**src/rtl/id_ex_pipe_stage.sv**
```systemverilog
// rtl/id_ex_pipe_stage.sv - ID/EX pipeline register with 2-entry skid buffer, flush and stall counter
// Outputs come straight from the main register; in_ready comes only from the skid valid flop.
module id_ex_pipe_stage #(
    parameter int DATA_W = 32,
    parameter int REG_AW = 5,
    parameter int CNT_W  = 16
) (
    input  logic              clk,
    input  logic              rst,
    input  logic              flush,
    input  logic              in_valid,
    output logic              in_ready,
    input  logic [DATA_W-1:0] cur_pc_in,
    input  logic [DATA_W-1:0] next_pc_in,
    input  logic [DATA_W-1:0] rd1_in,
    input  logic [DATA_W-1:0] rd2_in,
    input  logic [DATA_W-1:0] imm_in,
    input  logic [31:0]       instr_in,
    output logic              out_valid,
    input  logic              out_ready,
    output logic [DATA_W-1:0] cur_pc_out,
    output logic [DATA_W-1:0] next_pc_out,
    output logic [DATA_W-1:0] rd1_out,
    output logic [DATA_W-1:0] rd2_out,
    output logic [DATA_W-1:0] imm_out,
    output logic [31:0]       instr_out,
    output logic [REG_AW-1:0] rs_out,
    output logic [REG_AW-1:0] rt_out,
    output logic [REG_AW-1:0] rd_out,
    output logic [CNT_W-1:0]  stall_cnt
);

    localparam int BEAT_W = 5 * DATA_W + 32;

    // Encoding is {skid_v, main_v}; 2'b10 never occurs.
    typedef enum logic [1:0] {
        S_EMPTY = 2'b00,
        S_ONE   = 2'b01,
        S_TWO   = 2'b11
    } state_t;

    state_t              state_q, state_d;
    logic [BEAT_W-1:0]   main_q, main_d;
    logic [BEAT_W-1:0]   skid_q, skid_d;
    logic [CNT_W-1:0]    cnt_q, cnt_d;
    logic [BEAT_W-1:0]   beat_in;
    logic                accept, consume;
    logic                load_main_in, load_main_skid, load_skid;

    assign beat_in   = {cur_pc_in, next_pc_in, rd1_in, rd2_in, imm_in, instr_in};
    assign out_valid = state_q[0];
    assign in_ready  = ~state_q[1];
    assign accept    = in_valid & in_ready;
    assign consume   = out_valid & out_ready;

    always_comb begin
        state_d        = state_q;
        load_main_in   = 1'b0;
        load_main_skid = 1'b0;
        load_skid      = 1'b0;
        case (state_q)
            S_EMPTY: begin
                if (accept) begin
                    state_d      = S_ONE;
                    load_main_in = 1'b1;
                end
            end
            S_ONE: begin
                if (accept && consume) begin
                    load_main_in = 1'b1;
                end else if (accept) begin
                    state_d   = S_TWO;
                    load_skid = 1'b1;
                end else if (consume) begin
                    state_d = S_EMPTY;
                end
            end
            S_TWO: begin
                if (consume) begin
                    state_d        = S_ONE;
                    load_main_skid = 1'b1;
                end
            end
            default: state_d = S_EMPTY;
        endcase
        // Flush drops everything held or arriving; data registers keep stale contents.
        if (flush) begin
            state_d        = S_EMPTY;
            load_main_in   = 1'b0;
            load_main_skid = 1'b0;
            load_skid      = 1'b0;
        end
    end

    always_comb begin
        main_d = main_q;
        skid_d = skid_q;
        cnt_d  = cnt_q;
        if (load_main_in) begin
            main_d = beat_in;
        end else if (load_main_skid) begin
            main_d = skid_q;
        end
        if (load_skid) begin
            skid_d = beat_in;
        end
        if (out_valid && !out_ready && !flush && (cnt_q != {CNT_W{1'b1}})) begin
            cnt_d = cnt_q + {{(CNT_W-1){1'b0}}, 1'b1};
        end
    end

    always_ff @(posedge clk) begin
        if (rst) begin
            state_q <= S_EMPTY;
            main_q  <= '0;
            skid_q  <= '0;
            cnt_q   <= '0;
        end else begin
            state_q <= state_d;
            main_q  <= main_d;
            skid_q  <= skid_d;
            cnt_q   <= cnt_d;
        end
    end

    assign instr_out   = main_q[31:0];
    assign imm_out     = main_q[32 +: DATA_W];
    assign rd2_out     = main_q[32 + DATA_W +: DATA_W];
    assign rd1_out     = main_q[32 + 2*DATA_W +: DATA_W];
    assign next_pc_out = main_q[32 + 3*DATA_W +: DATA_W];
    assign cur_pc_out  = main_q[32 + 4*DATA_W +: DATA_W];
    assign rs_out      = instr_out[21 +: REG_AW];
    assign rt_out      = instr_out[16 +: REG_AW];
    assign rd_out      = instr_out[11 +: REG_AW];
    assign stall_cnt   = cnt_q;

endmodule
```
**config.mk**
```make
export PLATFORM = sky130hd
export DESIGN_NAME = id_ex_pipe_stage
export DESIGN_NICKNAME = d
export VERILOG_FILES = /design/src/rtl/id_ex_pipe_stage.sv
export SDC_FILE = /design/constraint.sdc
export NUM_CORES = 1
export LEC_CHECK = 0
export CORE_MARGIN = 4
export CORE_UTILIZATION = 36
export CTS_BUF_LIST = sky130_fd_sc_hd__clkbuf_8
export DETAILED_ROUTE_END_ITERATION = 12
export GPL_TIMING_DRIVEN = 0
export SYNTH_ARGS = -nofsm -noshare
export SYNTH_HDL_FRONTEND = slang
export SYNTH_SLANG_ARGS = --single-unit
```
**constraint.sdc**
```tcl
create_clock -name clk -period 2.3 [get_ports clk]
set_input_delay 0.23 -clock clk [delete_from_list [all_inputs] [get_ports clk]]
set_output_delay 0.23 -clock clk [all_outputs]
set_load 0.01 [all_outputs]
```
==> key figures, run 1 <==
Detailed routing
  – DR vias: 14.8k
  – Avg WL per Cell: 18.5 microns
  – Vias/cell: 5.04
  – Post-Route WL: 54400 microns
  – Drt first pass iters: 5
  – DRC: 0
  – Iter 0 DRT Violations: 983
  – Routed Antenna Nets: 0

Place
  – Placed instance area: 20500 sq um
  – Port Buffers: 420
  – Post-DP HPWL: 40100 microns
  – Gp weighted congestion: 0.820
  – DP Worst Slack: -0.619 ns

Finish
  – P&R area growth vs syn: 39.5%
  – Share of layout cells above drive strength 1: 8.78%
  – Design area: 21800 sq um
  – Final Core Density: 51.3%
  – FILL cells: 4111
  – Final nets: 2522

Yosys
  – Yosys warning count: 0
  – Cell variety after synth: 43
  – Syn Inst Count: 1829
  – Post-synth EDFFs: 0
  – Top_reg_cell synth: dfxtp_1
  – Post-synthesis net count: 2031
  – Syn Area/Cell: 8.53 sq um
  – Sequential area share after synthesis: 51.6%
  – Mapped cell area: 15600 sq um
  – Fraction of registers with async set/reset: 0%
  – Yosys reg bits: 402

CTS
  – CTS tree: yes
  – Worst-path clk slew: 0.06 ns
  – Worst skew pair latency: 0.61 ns
  – Clock Sinks: 402
  – Num CTS Buffers: 69
  – H-tree depth: 3
  – CTS Buffer Depth: 3
  – Clk root buf: clkbuf_8

Timing
  – Pins Over Slew Limit: 0
  – Crit path time final: 2.14 ns
  – Worst hold-check slack: 0.200 ns
  – Final hold vios: 0
  – Worst-Margin Slew: 0.820 ns
  – Rel. slew slack: 45.3%
  – Clock skew: 0.0175 ns
  – Final cycle utilization of the critical path: 93.0%
  – Final setup fails: 0
  – Fmax: 467 MHz
  – Final WS setup: 0.160 ns

Floorplan
  – Row count: 75
  – Die Y: 216 microns
  – IO Count: 422
  – Initial core utilization: 36.8%
  – Total die area: 46700 sq um
  – Die W: 216 microns
  – Core area: 42400 sq um

GRT
  – First-pass GRT wire length: 83700 microns
  – Vias in the first global route: 14.6k
  – Largest net degree at the start of global routing: 11
  – Initial antenna violation count: 10
  – Global route overflow: 0
  – GRT Util Overall: 22.4%

Critical path
  – Kind of critical path: reg2reg
  – Crit path launch: state_q[1]
  – CP max FO: 10
  – Worst setup EP type: flop
  – Element type at the critical path start: flop
  – CP required: 2.82 ns
  – CP Data Arrival Time: 2.66 ns
  – R2R Path Start: state_q[1]

Run
  – Max cap viols: 0

Outcome
  – Outcome: finished, final reports clean

Pwr
  – Total power: 14800 uW
  – Cell area power density: 682 nW/um^2
  – IR Drop Worst-Case VDD: 0.480 mV
  – P_leak: 0.00742 uW

Worst hold path
  – Worst hold start: rd1_in[30]
  – Worst min path class: in2reg
## worst paths after layout
path,endpoint,slack (ns),cells after the start
worst max-delay path,main_q[145],0.16,8
worst max register to register,main_q[145],0.16,8
worst min register to register,skid_q[84],0.45,2
worst min-delay path,skid_q[126],0.20,3
## synthesized netlist by cell type (2+ instances only)
master	count	area (sq um)
o31ai_1	5	37.5
ha_1	5	62.6
and3_1	2	12.5
clkbuf_1	54	203
a21oi_1	206	1030
nand4_1	8	50.1
a22oi_1	192	1440
and4_1	2	17.5
dfxtp_1	402	8050
nor3_1	5	25.0
nand3_1	4	20.0
or3_1	8	50.1
or4_1	5	37.5
clkbuf_2	17	85.1
nand2b_1	193	1210
o21ai_0	151	756
nor2_1	6	22.5
nand2_1	388	1460
o21ai_1	52	260
inv_1	3	11.3
buf_4	25	188
buf_2	73	365
nor2b_1	3	18.8
## critical path: stages, from the launching register on
cell      delay (ns)
dfxtp_1         0.36
inv_1           0.17
ha_2            0.25
a31oi_1         0.11
nor3_1          0.29
clkbuf_4        0.34
buf_2           0.28
a22oi_1         0.14
o21ai_1         0.11
## power by group
part / internal, uW / switching, uW / total (uW)
combinational: 926 / 831 / 1760
sequential: 7220 / 151 / 7370
clock: 2930 / 2790 / 5720
## layout make-up
type | count | area (sq um) | area share, %
Buffer | 169 | 875 | 4.02
Multi-Input combinational cell | 1255 | 6710 | 30.8
Antenna cell | 6 | 15.0 | 0.0690
Clock buffer | 74 | 1020 | 4.68
Sequential cell | 402 | 8050 | 37.0
Tap cell | 577 | 722 | 3.32
Clock inverter | 35 | 151 | 0.696
Timing Repair Buffer | 420 | 4200 | 19.3
Inverter | 3 | 11.3 | 0.0518
## cells in the final DEF, fill, tap and decap left out, drive strengths merged, types with 2 or more instances in the layout
master,synthesis,layout
diode,0,6
and4,2,2
nor2b,3,3
o21ai,203,203
buf,98,93
nor3,5,5
or4,5,5
nand4,9,9
nor4,2,2
clkbuf,71,150
nand2,388,388
dfxtp,402,402
and3,2,2
or3,8,8
nor2,6,6
inv,3,32
a22oi,192,192
a21oi,206,206
nand2b,193,193
ha,5,5
nand3,4,4
o31ai,5,5
clkinvlp,0,3
clkinv,0,3
clkdlybuf4s50,0,420
## timing repair
| item | CTS | global route |
|---|---|---|
| endpoints found under the setup margin | 180 | 358 |
| hold buffers | 0 | 0 |
| endpoints found under the hold margin | 0 | 0 |
| buffers inserted | 0 | 0 |
| resized for setup | 3 | 22 |
## kinds of logic after synthesis
group | Yosys count | synth area share [%]
adders and majority gates | 5 | 0.401
buffers and inverters | 172 | 5.46
AOI/OAI and AO/OA | 615 | 23.1
and+or+nand+nor | 633 | 19.3
muxes | 1 | 0.0642
DFF | 402 | 51.6
xor gates and xnor gates | 1 | 0.0562
## per-stage QoR
step | cells | setup TNS (ns)
final | 2941 | 0
after global placement | 2826 | -116.89
after CTS | 2935 | 0
after detailed placement | 2826 | -137.58
after floorplan | 1829 | 0
after global routing | 2935 | -0.0104
## routing by layer
metal	wire (microns)	part of all wire, %	track usage [%]
met1	22600	42	27.5
met5	51	0.094	0
met4	1130	2.1	5.78
met3	4760	8.8	8.67
met2	25900	48	37.3
## flip-flops by register name (all words and copies together), names as in the netlist
name / cells
main_q: 192
skid_q: 192
stall_cnt: 16
state_q: 2
Note: power is estimated with default switching activity, not from simulation.
==> run 2: changes to the inputs <==
==> constraint.sdc (replaced) <==
create_clock -name clk -period 2.3 [get_ports clk]
set_input_delay 0.23 -clock clk [delete_from_list [all_inputs] [get_ports clk]]
set_output_delay 0.23 -clock clk [all_outputs]
set_load 0.02 [all_outputs]
==> results of run 2 <==
Same layout as run 1 (identical final DEF). Status: finished, final reports clean.
Among the figures that moved: total power 14800 uW -> 15000 uW
